## config.mk

```make
export PLATFORM = sky130hd
export DESIGN_NAME = rib_rr_arbiter
export DESIGN_NICKNAME = d
export VERILOG_FILES = /design/src/rtl/rib_rr_arbiter.sv
export SDC_FILE = /design/constraint.sdc
export NUM_CORES = 1
export LEC_CHECK = 0
export CAP_MARGIN = 20
export CORE_AREA = 2 2 157 159
export DETAILED_ROUTE_END_ITERATION = 8
export DIE_AREA = 0 0 159 161
export PLACE_DENSITY_LB_ADDON = 0.3
export SKIP_LAST_GASP = 1
export SYNTH_ARGS = -nofsm -noshare
export SYNTH_HDL_FRONTEND = slang
export SYNTH_SLANG_ARGS = --single-unit
```

## constraint.sdc

```tcl
create_clock -name clk -period 3.7 [get_ports clk]
set_input_delay 0.74 -clock clk [delete_from_list [all_inputs] [get_ports clk]]
set_output_delay 0.74 -clock clk [all_outputs]
set_load 0.02 [all_outputs]
```

## src/rtl/rib_rr_arbiter.sv

```systemverilog
// Round-robin arbiter sharing one RIB slave port between NUM_M bus masters.
// Holds each grant until the slave acknowledges or a BUSY timeout expires.
module rib_rr_arbiter #(
    parameter int NUM_M   = 4,
    parameter int ADDR_W  = 32,
    parameter int DATA_W  = 32,
    parameter int TMO_CYC = 255
) (
    input  logic                      clk,
    input  logic                      rst,
    input  logic [NUM_M-1:0]          m_req_i,
    input  logic [NUM_M-1:0]          m_we_i,
    input  logic [NUM_M*ADDR_W-1:0]   m_addr_i,
    input  logic [NUM_M*DATA_W-1:0]   m_wdata_i,
    output logic [NUM_M-1:0]          m_ack_o,
    output logic [DATA_W-1:0]         m_rdata_o,
    output logic                      m_err_o,
    output logic [NUM_M-1:0]          grant_o,
    output logic                      s_req_o,
    output logic                      s_we_o,
    output logic [ADDR_W-1:0]         s_addr_o,
    output logic [DATA_W-1:0]         s_wdata_o,
    input  logic [DATA_W-1:0]         s_rdata_i,
    input  logic                      s_ack_i,
    output logic                      hold_flag_o
);

    localparam int IDX_W = (NUM_M > 1) ? $clog2(NUM_M) : 1;

    typedef enum logic [1:0] {
        ST_IDLE,
        ST_BUSY,
        ST_RESP
    } state_e;

    state_e             state_q, state_d;
    logic [IDX_W-1:0]   last_q, last_d;
    logic [15:0]        cnt_q, cnt_d;
    logic [NUM_M-1:0]   grant_q, grant_d;
    logic [NUM_M-1:0]   ack_q, ack_d;
    logic               err_q, err_d;
    logic [DATA_W-1:0]  rdata_q, rdata_d;
    logic               sreq_q, sreq_d;
    logic               swe_q, swe_d;
    logic [ADDR_W-1:0]  saddr_q, saddr_d;
    logic [DATA_W-1:0]  swdata_q, swdata_d;

    logic               sel_valid;
    logic [IDX_W-1:0]   sel_idx;

    // Scan last+1, last+2, ... with an explicit wrap so NUM_M need not be a power of two.
    always_comb begin
        logic [IDX_W-1:0] idx_v;
        sel_valid = 1'b0;
        sel_idx   = last_q;
        idx_v     = last_q;
        // NOTE: idx_v is a scratch variable walked through the loop, so it needs
        // blocking assignments; registered state below only ever uses <=.
        for (int k = 0; k < NUM_M; k++) begin
            if (idx_v == IDX_W'(NUM_M - 1)) idx_v = '0;
            else                            idx_v = idx_v + 1'b1;
            if (!sel_valid && m_req_i[idx_v]) begin
                sel_valid = 1'b1;
                sel_idx   = idx_v;
            end
        end
    end

    always_comb begin
        // NOTE: every _d gets its hold value first so no path through the case
        // leaves a signal unassigned and infers a latch.
        state_d  = state_q;
        last_d   = last_q;
        cnt_d    = cnt_q;
        grant_d  = grant_q;
        ack_d    = ack_q;
        err_d    = err_q;
        rdata_d  = rdata_q;
        sreq_d   = sreq_q;
        swe_d    = swe_q;
        saddr_d  = saddr_q;
        swdata_d = swdata_q;

        case (state_q)
            ST_IDLE: begin
                if (sel_valid) begin
                    grant_d          = '0;
                    grant_d[sel_idx] = 1'b1;
                    swe_d            = m_we_i[sel_idx];
                    saddr_d          = m_addr_i[int'(sel_idx)*ADDR_W +: ADDR_W];
                    swdata_d         = m_wdata_i[int'(sel_idx)*DATA_W +: DATA_W];
                    sreq_d           = 1'b1;
                    last_d           = sel_idx;
                    cnt_d            = '0;
                    state_d          = ST_BUSY;
                end
            end

            ST_BUSY: begin
                // An ack landing on the timeout cycle wins over the timeout.
                if (s_ack_i) begin
                    rdata_d = s_rdata_i;
                    err_d   = 1'b0;
                    ack_d   = grant_q;
                    sreq_d  = 1'b0;
                    state_d = ST_RESP;
                end else if (cnt_q == 16'(TMO_CYC - 1)) begin
                    rdata_d = '0;
                    err_d   = 1'b1;
                    ack_d   = grant_q;
                    sreq_d  = 1'b0;
                    state_d = ST_RESP;
                end else begin
                    cnt_d = cnt_q + 16'd1;
                end
            end

            ST_RESP: begin
                ack_d   = '0;
                err_d   = 1'b0;
                grant_d = '0;
                state_d = ST_IDLE;
            end

            default: state_d = ST_IDLE;
        endcase
    end

    always_ff @(posedge clk or negedge rst) begin
        if (!rst) begin
            state_q  <= ST_IDLE;
            last_q   <= IDX_W'(NUM_M - 1);
            cnt_q    <= '0;
            grant_q  <= '0;
            ack_q    <= '0;
            err_q    <= 1'b0;
            rdata_q  <= '0;
            sreq_q   <= 1'b0;
            swe_q    <= 1'b0;
            saddr_q  <= '0;
            swdata_q <= '0;
        end else begin
            state_q  <= state_d;
            last_q   <= last_d;
            cnt_q    <= cnt_d;
            grant_q  <= grant_d;
            ack_q    <= ack_d;
            err_q    <= err_d;
            rdata_q  <= rdata_d;
            sreq_q   <= sreq_d;
            swe_q    <= swe_d;
            saddr_q  <= saddr_d;
            swdata_q <= swdata_d;
        end
    end

    assign m_ack_o     = ack_q;
    assign m_err_o     = err_q;
    assign m_rdata_o   = rdata_q;
    assign grant_o     = grant_q;
    assign s_req_o     = sreq_q;
    assign s_we_o      = swe_q;
    assign s_addr_o    = saddr_q;
    assign s_wdata_o   = swdata_q;
    // A master being acked this cycle no longer needs the pipeline held.
    assign hold_flag_o = |(m_req_i & ~ack_q);

endmodule

```

==> flow_summary.json <==
{
  "arrival_ns": 2.54,
  "crit_top_cell": "clkdlybuf4s50_1",
  "stdcell_count": 1357,
  "post_cts_resized": 0,
  "final_core_util": 0.5121,
  "layout_common_cells": "405 x clkdlybuf4s50_1, 131 x mux2i_1, 125 x dfrtp_1",
  "sort_of_element_at_the_start_of_the_critical_path": "input pin",
  "cp_peak_stage_delay_ns": 0.70,
  "wl_per_cell_um": 19.63,
  "setup_repair_after_global_routing_missed_its_margin": "no",
  "dieWidth_um": 159,
  "asyncSetResetFlopFracSynth": 1.000,
  "run_status": "finished, final reports clean",
  "fin_total_pwr_mw": 10.25,
  "post-cts-setup-buffer-count": 0,
  "vdd_ir_drop_max_uv": 411.6,
  "post_route_cells_drive_above_1_share": 0.1249,
  "synth-edff-count": 0,
  "grt_use_total": 0.2053,
  "path_class": "in -> out",
  "cap_violations": 0,
  "antenna_viol_nets_final": 0,
  "drt_wl_total_um": 26640,
  "avgSynthCellArea_um2": 11.56,
  "layout.cells.most_common": "clkdlybuf4s50_1",
  "postSynthCellCount": 627,
  "leakage_nw": 5.104,
  "via_count": 6681,
  "clock_insertion_delay_worst_skew_ns": 0.41,
  "timing.final.hold_violations": 0,
  "synthesis.yosys.warnings": 0,
  "clkTransAtPathRegs_ns": 0.06,
  "dp_hpwl_um": 19490,
  "first_global_vias": 7022,
  "timing.critical_path.slowest_stage_cell": "clkdlybuf4s50_1",
  "synth-seq-area-share": 0.4390,
  "die_area_mm2": 0.02560,
  "seq_cells_post_synth": 127,
  "route.detailed.drc": 0,
  "p_per_area_mw_per_mm2": 835.1,
  "timing.critical_path.required_ns": 2.96,
  "worstMarginPinSlew_ns": 0.5572,
  "clock_sinks": 127,
  "crit_path_buffers_inverters": 3,
  "timing.final.crit_period_ns": 3.284,
  "vias_per_cell": 4.923,
  "cts_made_buffers": 17,
  "rows": 57,
  "area_of_the_mapped_netlist_mm2": 0.007246,
  "slew-limit-headroom": 0.6286,
  "largest_net_degree_at_the_start_of_global_routing": 80,
  "place_inst": 1325,
  "start_util": 0.3024,
  "cts_hold_repair.buffers": 0,
  "portBuffers": 406,
  "fin_nets": 1322,
  "clock_tree.root_cell": "clkbuf_16",
  "skew_ns": 0.01289,
  "timing.critical_path.to_type": "primary output",
  "detail_route.iter0.violations": 316,
  "post-route-period-util": 0.8877,
  "synth_ff_type": "dfrtp_1",
  "tritoncts_clock_tree": "done",
  "timing.critical_path.fanout_max": 12,
  "cts.htree.levels": 4,
  "setup_violations": 0,
  "crit_family": "buffers and inverters",
  "antenna_found_initial": 1,
  "coreArea_mm2": 0.02396,
  "timing.setup.tns_ns": 0,
  "crit_path_cell_trace": "clkdlybuf4s50_1 > inv_1 > o22ai_1 > or2_2 > clkdlybuf4s50_1",
  "synth_fp_nets": 929,
  "grt_first_pass_wirelength_um": 41190,
  "slew_violations": 0,
  "area_delta_synth_final_pct": 69.37,
  "cts_max_path_buffers": 2,
  "gp_congestion": 0.8431,
  "die_y_um": 161,
  "num_antenna_cells": 0,
  "synth.distinct_cells": 51,
  "max_clock_freq_mhz": 304.5,
  "grt-ovfl-total": 0,
  "detail_route.first_pass.iterations": 4,
  "pin_count": 407,
  "hp-class": "in -> async"
}
-- cells by family after synthesis --
| family | share of synthesized area |
|---|---|
| mux | 0.1841 |
| fa+ha+maj | 0.005181 |
| buf+inv | 0.05128 |
| flops | 0.4390 |
| simple gates | 0.08876 |
| xor+xnor | 0.01692 |
| compound gates | 0.2148 |
-- sequential cells by signal (all words and copies together), names as in the netlist, 2 cells and up --
name,cells
grant_o,4
m_ack_o,4
cnt_q,16
m_rdata_o,32
last_q,2
s_wdata_o,32
state_q,2
s_addr_o,32
-- report_power, final --
part | leakage, nW | internal, mW | total, mW | switching (mW)
sequential | 1.50 | 1.95 | 2.33 | 0.378
combinational | 3.31 | 3.03 | 6.21 | 3.18
clock | 0.287 | 1.03 | 1.71 | 0.673
-- metrics by stage --
step	cell area, um2	worst slack [ns]	hold WS [ns]
after detailed placement	11680	0.2935	0.4732
after global placement	11680	0.3560	0.4683
after CTS	12270	0.4329	0.2872
final	12270	0.4157	0.2714
after floorplan	7246	1.150	0.4444
after global routing	12270	0.3273	0.3059
-- routing by layer --
layer	vias up	part of all wire	track usage
li1	3159	-	-
met1	3214	0.43	0.2601
met2	271	0.48	0.3401
met3	35	0.066	0.05650
met4	2	0.026	0.06860
met5	-	0.00045	0
-- synth_stat cells (5+ instances only) --
| cell | number | area share |
|---|---|---|
| buf_6 | 6 | 0.0093 |
| nand4_1 | 6 | 0.0052 |
| o21ai_0 | 8 | 0.0055 |
| nor2_1 | 89 | 0.046 |
| a22o_1 | 43 | 0.052 |
| xor2_1 | 12 | 0.015 |
| nand3_1 | 7 | 0.0048 |
| a221oi_2 | 65 | 0.13 |
| buf_2 | 11 | 0.0076 |
| a21oi_1 | 5 | 0.0035 |
| buf_4 | 12 | 0.012 |
| nand2_1 | 22 | 0.011 |
| dfrtp_1 | 125 | 0.43 |
| clkbuf_1 | 23 | 0.012 |
| inv_1 | 8 | 0.0041 |
| mux2i_1 | 131 | 0.18 |
-- worst paths after layout --
| path | from | endpoint | slack [ns] | cells past startpoint |
|---|---|---|---|---|
| setup / recovery | m_req_i[2] | hold_flag_o | 0.42 | 5 |
| hold / removal | rst | s_wdata_o[11]$_DFFE_PN0P_ | 0.27 | 1 |
| setup reg to reg | last_q[0]$_DFFE_PN1P_ | s_addr_o[17]$_DFFE_PN0P_ | 0.65 | 10 |
| hold reg to reg | s_req_o$_DFFE_PN0P_ | s_req_o$_DFFE_PN0P_ | 0.49 | 2 |
| max in group asynchronous | rst | s_wdata_o[18]$_DFFE_PN0P_ | 2.62 | 2 |
| min in group clk | s_req_o$_DFFE_PN0P_ | s_req_o$_DFFE_PN0P_ | 0.49 | 2 |
-- final cells by class --
| type | instances | area (um2) |
|---|---|---|
| clock inverters | 12 | 133.9 |
| fillers | 2214 | 11690 |
| repair buffers | 429 | 4338 |
| flip-flops and latches | 127 | 3181 |
| well taps | 324 | 405.4 |
| clock buffers | 20 | 456.7 |
| inverters | 9 | 33.78 |
| multi-input cells | 436 | 3724 |
(Power assumes the default switching activity.)
